<file path="config.mk">
export PLATFORM = sky130hd
export DESIGN_NAME = lcd_spi_writer_flat
export DESIGN_NICKNAME = d
export VERILOG_FILES = /design/src/rtl/lcd_spi_writer_pkg.sv /design/src/rtl/lcd_spi_writer_if.sv /design/src/rtl/spi_clk_div.sv /design/src/rtl/lcd_spi_writer.sv /design/src/flat_wrapper.sv
export SDC_FILE = /design/constraint.sdc
export NUM_CORES = 1
export LEC_CHECK = 0
export CAP_MARGIN = 10
export CELL_PAD_IN_SITES_DETAIL_PLACEMENT = 1
export CELL_PAD_IN_SITES_GLOBAL_PLACEMENT = 2
export CORE_MARGIN = 3
export CORE_UTILIZATION = 38
export CTS_CLUSTER_SIZE = 30
export DETAILED_ROUTE_END_ITERATION = 8
export GPL_TIMING_DRIVEN = 0
export PLACE_DENSITY_LB_ADDON = 0.15
export SYNTH_ARGS = -nofsm -noshare
export SYNTH_HDL_FRONTEND = slang
export SYNTH_SLANG_ARGS = --single-unit
</file>
<file path="constraint.sdc">
create_clock -name sys_clk -period 2.4 [get_ports sys_clk]
set_input_delay 0.36 -clock sys_clk [delete_from_list [all_inputs] [get_ports sys_clk]]
set_output_delay 0.36 -clock sys_clk [all_outputs]
set_load 0.05 [all_outputs]
</file>
<file path="src/rtl/lcd_spi_writer_pkg.sv">
// Shared types and constants for the LCD SPI transmit path.
package lcd_pkg;

    localparam int unsigned WORD_W = 9;

    localparam logic DC_CMD  = 1'b0;
    localparam logic DC_DATA = 1'b1;

    typedef enum logic [2:0] {
        StIdle  = 3'd0,
        StSetup = 3'd1,
        StShift = 3'd2,
        StHold  = 3'd3,
        StDone  = 3'd4
    } state_e;

endpackage

</file>
<file path="src/rtl/lcd_spi_writer_if.sv">
// Source word/strobe, status flags and LCD pins of the SPI writer.
interface lcd_spi_writer_if;
    import lcd_pkg::*;

    logic [WORD_W-1:0] spi_data;
    logic              en_write;
    logic              lcd_sclk;
    logic              lcd_mosi;
    logic              lcd_dc;
    logic              lcd_cs_n;
    logic              busy;
    logic              wr_done;
    logic              overrun;

    modport slave (
        input  spi_data, en_write,
        output lcd_sclk, lcd_mosi, lcd_dc, lcd_cs_n, busy, wr_done, overrun
    );

    modport master (
        output spi_data, en_write,
        input  lcd_sclk, lcd_mosi, lcd_dc, lcd_cs_n, busy, wr_done, overrun
    );

endinterface

</file>
<file path="src/rtl/spi_clk_div.sv">
// Counts CLK_DIV cycles and ticks on the last one; restart_i begins a fresh count.
module spi_clk_div #(
    parameter int unsigned CLK_DIV = 2
) (
    input  logic clk_i,
    input  logic rst_ni,
    input  logic restart_i,
    output logic tick_o
);

    localparam logic [7:0] DivLast = 8'(CLK_DIV - 1);

    logic [7:0] cnt_q, cnt_d;

    assign tick_o = (cnt_q == DivLast);

    always_comb begin
        cnt_d = cnt_q + 8'd1;
        if (restart_i || tick_o) begin
            cnt_d = '0;
        end
    end

    always_ff @(posedge clk_i or negedge rst_ni) begin
        if (!rst_ni) begin
            cnt_q <= '0;
        end else begin
            cnt_q <= cnt_d;
        end
    end

endmodule

</file>
<file path="src/rtl/lcd_spi_writer.sv">
// SPI mode-0 byte writer for the LCD with a one-word pending buffer.
module lcd_spi_writer
    import lcd_pkg::*;
#(
    parameter int unsigned CLK_DIV = 2
) (
    input  logic             sys_clk,
    input  logic             sys_rst_n,
    lcd_spi_writer_if.slave  bus
);

    state_e            state_q, state_d;
    logic [7:0]        sh_q, sh_d;
    logic [2:0]        bit_q, bit_d;
    logic [WORD_W-1:0] pend_q, pend_d;
    logic              pend_full_q, pend_full_d;
    logic              sclk_q, sclk_d;
    logic              mosi_q, mosi_d;
    logic              dc_q, dc_d;
    logic              cs_n_q, cs_n_d;
    logic              busy_q, busy_d;
    logic              wr_done_q, wr_done_d;
    logic              overrun_q, overrun_d;
    logic [WORD_W-1:0] word;
    logic              tick;
    logic              restart;

    // Every state change restarts the divider so each state gets a full H.
    assign restart = (state_d != state_q);

    spi_clk_div #(
        .CLK_DIV (CLK_DIV)
    ) u_clk_div (
        .clk_i     (sys_clk),
        .rst_ni    (sys_rst_n),
        .restart_i (restart),
        .tick_o    (tick)
    );

    always_comb begin
        state_d     = state_q;
        sh_d        = sh_q;
        bit_d       = bit_q;
        pend_d      = pend_q;
        pend_full_d = pend_full_q;
        sclk_d      = sclk_q;
        mosi_d      = mosi_q;
        dc_d        = dc_q;
        cs_n_d      = cs_n_q;
        overrun_d   = overrun_q;
        wr_done_d   = 1'b0;
        word        = pend_full_q ? pend_q : bus.spi_data;

        unique case (state_q)
            StIdle: begin
                cs_n_d = 1'b1;
                sclk_d = 1'b0;
                if (pend_full_q || bus.en_write) begin
                    sh_d        = word[7:0];
                    dc_d        = word[8];
                    mosi_d      = word[7];
                    cs_n_d      = 1'b0;
                    bit_d       = '0;
                    pend_full_d = 1'b0;
                    state_d     = StSetup;
                end
            end
            StSetup: begin
                if (tick) state_d = StShift;
            end
            StShift: begin
                if (tick) begin
                    sclk_d = ~sclk_q;
                    if (sclk_q) begin
                        if (bit_q == 3'd7) begin
                            state_d = StHold;
                        end else begin
                            bit_d  = bit_q + 3'd1;
                            sh_d   = {sh_q[6:0], 1'b0};
                            mosi_d = sh_q[6];
                        end
                    end
                end
            end
            StHold: begin
                if (tick) begin
                    state_d   = StDone;
                    cs_n_d    = 1'b1;
                    wr_done_d = 1'b1;
                end
            end
            StDone: begin
                state_d = StIdle;
            end
            default: begin
                state_d = StIdle;
            end
        endcase

        // A strobe that IDLE does not consume goes to pending, or is dropped if it is full.
        if (bus.en_write && !(state_q == StIdle && !pend_full_q)) begin
            if (pend_full_q) begin
                overrun_d = 1'b1;
            end else begin
                pend_d      = bus.spi_data;
                pend_full_d = 1'b1;
            end
        end

        busy_d = (state_d != StIdle) || pend_full_d;
    end

    always_ff @(posedge sys_clk or negedge sys_rst_n) begin
        if (!sys_rst_n) begin
            state_q     <= StIdle;
            sh_q        <= '0;
            bit_q       <= '0;
            pend_q      <= '0;
            pend_full_q <= 1'b0;
            sclk_q      <= 1'b0;
            mosi_q      <= 1'b0;
            dc_q        <= 1'b0;
            cs_n_q      <= 1'b1;
            busy_q      <= 1'b0;
            wr_done_q   <= 1'b0;
            overrun_q   <= 1'b0;
        end else begin
            state_q     <= state_d;
            sh_q        <= sh_d;
            bit_q       <= bit_d;
            pend_q      <= pend_d;
            pend_full_q <= pend_full_d;
            sclk_q      <= sclk_d;
            mosi_q      <= mosi_d;
            dc_q        <= dc_d;
            cs_n_q      <= cs_n_d;
            busy_q      <= busy_d;
            wr_done_q   <= wr_done_d;
            overrun_q   <= overrun_d;
        end
    end

    assign bus.lcd_sclk = sclk_q;
    assign bus.lcd_mosi = mosi_q;
    assign bus.lcd_dc   = dc_q;
    assign bus.lcd_cs_n = cs_n_q;
    assign bus.busy     = busy_q;
    assign bus.wr_done  = wr_done_q;
    assign bus.overrun  = overrun_q;

endmodule

</file>
<file path="src/flat_wrapper.sv">
// flat-port wrapper written by rule: the top's interface ports become plain ports
module lcd_spi_writer_flat import lcd_pkg::*;
#(
    parameter int unsigned CLK_DIV = 2
)
  (sys_clk, sys_rst_n, bus_spi_data, bus_en_write, bus_lcd_sclk, bus_lcd_mosi, bus_lcd_dc, bus_lcd_cs_n, bus_busy, bus_wr_done, bus_overrun);
  lcd_spi_writer_if bus_i ();
  input  logic sys_clk;
  input  logic sys_rst_n;
  input wire logic [$bits(bus_i.spi_data)-1:0] bus_spi_data;
  input wire logic [$bits(bus_i.en_write)-1:0] bus_en_write;
  output wire logic [$bits(bus_i.lcd_sclk)-1:0] bus_lcd_sclk;
  output wire logic [$bits(bus_i.lcd_mosi)-1:0] bus_lcd_mosi;
  output wire logic [$bits(bus_i.lcd_dc)-1:0] bus_lcd_dc;
  output wire logic [$bits(bus_i.lcd_cs_n)-1:0] bus_lcd_cs_n;
  output wire logic [$bits(bus_i.busy)-1:0] bus_busy;
  output wire logic [$bits(bus_i.wr_done)-1:0] bus_wr_done;
  output wire logic [$bits(bus_i.overrun)-1:0] bus_overrun;
  assign bus_i.spi_data = bus_spi_data;
  assign bus_i.en_write = bus_en_write;
  assign bus_lcd_sclk = bus_i.lcd_sclk;
  assign bus_lcd_mosi = bus_i.lcd_mosi;
  assign bus_lcd_dc = bus_i.lcd_dc;
  assign bus_lcd_cs_n = bus_i.lcd_cs_n;
  assign bus_busy = bus_i.busy;
  assign bus_wr_done = bus_i.wr_done;
  assign bus_overrun = bus_i.overrun;
  lcd_spi_writer #(.CLK_DIV(CLK_DIV)) u_core (.sys_clk(sys_clk), .sys_rst_n(sys_rst_n), .bus(bus_i));
endmodule
</file>
==> results.toml, run 1 <==
[routing]
ant_nets = 0
drt_pass1_iterations = 2
totalWireLength_mm = 3.59
dr_total_vias = 1212
via_per_inst = 4.89
wl_per_cell_microns = 14.5
drc = 0
drtIter0Drc = 19

[synth]
ys_seq_area_frac = 0.510
synth_cell_types = 37
post-synth-top-count-cell = "dfrtp_1"
synth-edff-count = 0
yosys.area.top_type = "dfrtp_1"
synth_nets = 173
yosysWarnings = 0
synth_cells = 157
synthTopCellsByCount = "dfrtp_1 (37), nor2_1 (15), mux2i_1 (12)"
synth-async-reset-ratio = 1.00
syn_avg_cell_area_sq_um = 11.9
mappedNetlistArea_sq_mm = 0.00187
netlist_top_cells_area = "dfrtp_1 (50%), mux2i_1 (6.4%), mux2_2 (6.0%), mux2_4 (5.6%), nor2_1 (3.0%)"
synth-seq-cells = 38
synth_top_area_share = 0.496
synth_flop_cell = "dfrtp_1"

[worst_setup_path]
rr_endpoint = "u_core.sh_q[3]"
worstPathMaxFanout = 3
crit_chain = "clkdlybuf4s50_1"
cp_slowest_cell = "clkdlybuf4s50_1"
rr_worst_depth = 8
crit_family = "buffers and inverters"
r2r_start = "u_core.u_clk_div.cnt_q[1]"
arrival_ns = 1.64
worst-setup-path-type = "reg -> out"
slowest_delay_ns = 0.80
critPathBufInv = 1
end_kind = "output pin"
cp-start-kind = "flip-flop"
crit_required_ns = 2.04
reg2reg_setup_slack_ns = 0.44

[clock_network]
postCtsResizedCells = 0
clock_sinks = 38
cts-root-buf = "clkbuf_8"
cts.clk_slew.worst_paths_ns = 0.07
cts_htree_levels = 2
holdBufCountCts = 0
numCtsBuffers = 5
clk_path_buf_depth = 2
insertion_delay_ns = 0.29
cts_setup_buffers = 0
cts_tree = "built"

[placement]
placed_area_sq_mm = 0.00212
dp_hpwl_mm = 2.55
gp_congestion = 0.691
dp.cells = 240
pre_cts_ws_ns = 0.147
port_buffers = 18

[sta]
final_hold_viol_count = 0
holdWs_ns = 0.176
finalSetupViolations = 0
clock_skew_ns = 0.00568
slew_violations = 0
period_minus_slack_ns = 2.00
worst_pin_slew_ns = 0.845
rsz0062_at_grt = "false"
tns_ns = 0
max_clock_freq_ghz = 0.501
setup_ws_ns = 0.402
min_period_over_period = 0.832
slew_headroom = 0.437

[run_status]
status = "completed"

[global_route]
grtUsageTotal = 0.138
grt_max_degree = 39
grt_pass1_wl_mm = 6.33
antenna_found_initial = 0
grt-ovfl-total = 0
first_global_vias = 1302

[power_and_ir_drop]
p_total_mw = 2.80
p_per_area_mw_per_mm2 = 1270
power_leakage_nw = 0.984
vdd_ir_drop_max_uv = 499

[layout]
final_core_util = 0.486
layout-drive-gt1-share = 0.202
diodes = 0
areaGrowthSynthToFinish_pct = 18.0
final_cell_area_sq_mm = 0.00220
final_nets = 198
fin_cells = 248

[floorplan]
pin_count = 19
die-area_sq_mm = 0.00579
die_w_microns = 76.1
die_y_microns = 76.1
row_count = 24
core_area_sq_mm = 0.00453
start_util = 0.411

[hold_path]
hold_class = "in -> async"

[run]
drv_cap = 0
## cell type report
type,count,area [sq um]
fill,488,2330
sequential,38,952
multi-input combinational,104,820
timing repair buffer,18,175
tap,65,81.3
clock buffer,8,80.1
buffer,8,67.6
inverter,7,26.3
## cells in the final DEF (no fill, tap or decap), types with 3 or more instances in the layout
cell,n
inv_1,7
buf_2,3
clkdlybuf4s50_1,17
nand3_1,6
mux2_4,7
mux2_2,10
mux2i_1,12
nor3_1,3
o21ai_0,11
clkbuf_1,4
nor2_1,15
nand2_1,10
ha_1,4
clkbuf_8,5
xor2_1,5
dfrtp_1,37
## logic make-up (layout without fill, tap and decap cells)
family          count (synthesis)  count (layout)  share of synthesized area
simple gates                   45              45                      0.131
fa+ha+maj                       4               4                     0.0268
mux                            29              29                      0.181
xor+xnor                        7               7                     0.0329
buf+inv                        15              41                     0.0503
compound gates                 19              19                     0.0677
flops                          38              38                      0.510
## routing by layer
layer  routed length, microns  share of wire  global-route usage
met2                     1760           0.49               0.232
met5                        0              0                   0
met1                     1660           0.46               0.167
met3                      112          0.031              0.0390
met4                       62          0.017              0.0543
## worst max path at each step
stage / startpoint / to / slack (ns) / depth (start not counted)
4_1_cts: u_core.bus.lcd_cs_n / bus_lcd_cs_n / 0.38 / 1
6_report: u_core.bus.lcd_cs_n / bus_lcd_cs_n / 0.40 / 1
3_3_place_gp: sys_rst_n / u_core.pend_q[3] / 0.08 / 1
3_5_place_dp: bus_en_write / u_core.sh_q[3] / 0.15 / 6
2_1_floorplan: u_core.u_clk_div.cnt_q[0] / u_core.bus.lcd_mosi / 0.58 / 7
5_1_grt: u_core.u_clk_div.cnt_q[1] / u_core.bus.lcd_mosi / 0.30 / 8
## report_power, final
part | switching (mW) | internal, mW
clock | 0.215 | 0.206
sequential | 0.165 | 0.892
combinational | 0.652 | 0.666
total | 1.03 | 1.76
## flip-flops by register name, indices dropped and copies added (netlist names)
name,cells
u_core.bus.lcd_sclk,1
u_core.u_clk_div.cnt_q,8
u_core.bus.lcd_mosi,1
u_core.sh_q,7
u_core.state_q,3
u_core.bus.lcd_dc,1
u_core.bus.wr_done,1
u_core.pend_full_q,1
u_core.bit_q,3
u_core.pend_q,9
u_core.bus.lcd_cs_n,1
u_core.bus.overrun,1
u_core.bus.busy,1
## worst register-to-register path, cell delays in order, from the launching register on
cell	delay, ns
dfrtp_1	0.42
inv_1	0.07
ha_1	0.14
nor4b_2	0.22
and2_1	0.19
buf_6	0.13
a41o_4	0.23
buf_12	0.14
mux2_4	0.30
(Power assumes the default switching activity.)
==> run 2, diff against run 1 <==
--- a/config.mk
+++ b/config.mk
@@ -9,7 +9,7 @@
 export CELL_PAD_IN_SITES_DETAIL_PLACEMENT = 1
 export CELL_PAD_IN_SITES_GLOBAL_PLACEMENT = 2
 export CORE_MARGIN = 3
-export CORE_UTILIZATION = 38
+export CORE_UTILIZATION = 34
 export CTS_CLUSTER_SIZE = 30
 export DETAILED_ROUTE_END_ITERATION = 8
 export GPL_TIMING_DRIVEN = 0
==> constraint.sdc (replaced) <==
create_clock -name sys_clk -period 1.76 [get_ports sys_clk]
set_input_delay 0.264 -clock sys_clk [delete_from_list [all_inputs] [get_ports sys_clk]]
set_output_delay 0.264 -clock sys_clk [all_outputs]
set_load 0.05 [all_outputs]
==> run 2 against run 1 <==
Effect of this change: the flow now finishes with violations (setup timing); cell area up 6.9%; sequential share of layout area down 2.7 points; count of clock-buffer cells in the layout down 3; critical path depth up 6; non-clock buffer count up 8; critical path type is now reg -> reg; critical endpoint is now u_core.sh_q[6]; largest cell class unchanged.
==> results.toml, run 2 (synthesis gave the netlist of run 1 again) <==
[floorplan]
die-area_sq_mm = 0.00641
core_area_sq_mm = 0.00520
start_util = 0.358
row_count = 26
die_w_microns = 80.1
pin_count = 19
die_y_microns = 80.1

[clock_network]
cts.clk_slew.worst_paths_ns = 0.08
cts-root-buf = "clkbuf_8"
numCtsBuffers = 5
clk_path_buf_depth = 2
insertion_delay_ns = 0.29
cts_tree = "built"
cts_htree_levels = 2
clock_sinks = 38

[layout]
regArea_sq_um = 953
diodes = 0
final_cell_area_sq_mm = 0.00235
largest_reg_flops = 9
top_regs = "u_core.pend_q: 9 flops, u_core.u_clk_div.cnt_q: 8 flops, u_core.sh_q: 7 flops"
final_common_cell = "dfrtp_1"
final_nets = 206
fillers = 566
layout-drive-gt1-share = 0.298
areaGrowthSynthToFinish_pct = 26.2
fin_cells = 261
layout_common_cells = "dfrtp_1 (36), nor2_1 (14), clkdlybuf4s50_1 (13)"
multi_input_area_sq_um = 857
final_core_util = 0.452
top_register = "u_core.pend_q"

[power_and_ir_drop]
intPower_mw = 2.69
comb_power_share = 0.485
seq_power_share = 0.342
clkPwrFrac = 0.172
p_total_mw = 4.21
power_leakage_nw = 1.08
sw_frac_of_total = 0.360
p_sw_mw = 1.51
vdd_ir_drop_max_uv = 584
p_per_area_mw_per_mm2 = 1790

[global_route]
grt-ovfl-total = 0
grt_max_degree = 39
grtUsageTotal = 0.140
first_global_vias = 1394
grt_pass1_wl_mm = 6.76
antenna_found_initial = 0

[sta]
min_period_over_period = 1.01
slew_headroom = 0.424
rsz0062_at_grt = "true"
final_hold_viol_count = 0
max_clock_freq_ghz = 0.561
finalSetupViolations = 4
clock_skew_ns = 0.00655
worst_pin_slew_ns = 0.865
tns_ns = -0.0395
holdWs_ns = 0.0833
slew_violations = 0
period_minus_slack_ns = 1.78
setup_ws_ns = -0.0222

[worst_setup_path]
critPathBufInv = 2
arrival_ns = 1.96
cp_slowest_cell = "dfrtp_1"
slowest_delay_ns = 0.39
crit_required_ns = 1.94
worstPathMaxFanout = 5
crit_chain = "inv_2, ha_4, nor4b_4, and2_4, a41o_4, clkbuf_16, mux2_4"
end_kind = "flip-flop"
crit_family = "simple AND/OR/NAND/NOR gates"
cp-start-kind = "flip-flop"
worst-setup-path-type = "reg -> reg"

[placement]
dp_hpwl_mm = 2.69
gp_congestion = 0.774
port_buffers = 18
pre_cts_ws_ns = -0.356
dp.cells = 245
placed_area_sq_mm = 0.00214

[run]
drv_cap = 0

[routing]
totalWireLength_mm = 3.94
wl_per_cell_microns = 15.1
drt_pass1_iterations = 2
via_per_inst = 4.88
ant_nets = 0
dr_total_vias = 1274
drc = 0
drtIter0Drc = 17

[hold_path]
hold_class = "in -> async"

[run_status]
status = "finished, violations left"
violations = "setup timing"
## run 2: cell types whose count changed in the layout (fill, tap and decap cells not counted), sizes merged
cell           delta
buf               +6
clkdlybuf4s50     -4
clkinv            +2
dlygate4sd2       +2
dlymetal6s2s      +2
bufinv            +1
clkbuf            -1
## run 2: metal layers
layer / global-route usage / share of wire
met1: 0.165 / 0.42
met2: 0.245 / 0.53
met3: 0.0269 / 0.023
met4: 0.0608 / 0.019
met5: 0 / 0
## run 2: worst reg2reg max path: cells and delay by family, from the launching register on
kind,cells,cell delay (ns)
and+or+nand+nor,2,0.41
DFF,1,0.39
muxes,1,0.29
AOI/OAI and AO/OA,1,0.24
buffers and inverters,2,0.23
adders and majority gates,1,0.11
## run 2: path summary, 6_finish.rpt
path	startpoint	endpoint	slack (ns)	cells after the start
min	sys_rst_n	u_core.pend_q[3]	0.08	1
max reg2reg	u_core.u_clk_div.cnt_q[1]	u_core.sh_q[6]	-0.02	7
max	u_core.u_clk_div.cnt_q[1]	u_core.sh_q[6]	-0.02	7
min reg2reg	u_core.bus.overrun	u_core.bus.overrun	0.46	1
max in group asynchronous	sys_rst_n	u_core.u_clk_div.cnt_q[2]	1.09	1
min in group sys_clk	u_core.bus.overrun	u_core.bus.overrun	0.46	1
## run 2: layout make-up
class	count	area share
Sequential cell	38	0.405
Multi-Input combinational cell	104	0.364
Timing Repair Buffer	27	0.112
Tap cell	70	0.0372
Clock buffer	5	0.0292
Buffer	7	0.0250
Clock inverter	3	0.0170
Inverter	7	0.0112
## run 2: repair_timing
item / CTS / global route
endpoints found under the setup margin: 21 / 22
buffers inserted: 8 / 0
gates resized for setup: 3 / 13
gates cloned: 0 / 1
hold buffers: 0 / 0
pin swaps: 2 / 2
## run 2: power groups by stage
stage,Clock (mW),Combinational (mW),Sequential [mW]
2_1_floorplan,0,1.26,1.59
3_3_place_gp,0,1.82,1.43
3_5_place_dp,0,1.88,1.46
4_1_cts,0.748,2.01,1.43
5_1_grt,0.795,2.25,1.49
6_report,0.724,2.04,1.44
==> run 3, diff against run 2 <==
--- a/config.mk
+++ b/config.mk
@@ -5,7 +5,7 @@
 export SDC_FILE = /design/constraint.sdc
 export NUM_CORES = 1
 export LEC_CHECK = 0
-export CAP_MARGIN = 10
+export CAP_MARGIN = 20
 export CELL_PAD_IN_SITES_DETAIL_PLACEMENT = 1
 export CELL_PAD_IN_SITES_GLOBAL_PLACEMENT = 2
 export CORE_MARGIN = 3
==> results of run 3 <==
No change in the layout: final DEF, timing and power equal those of run 2.
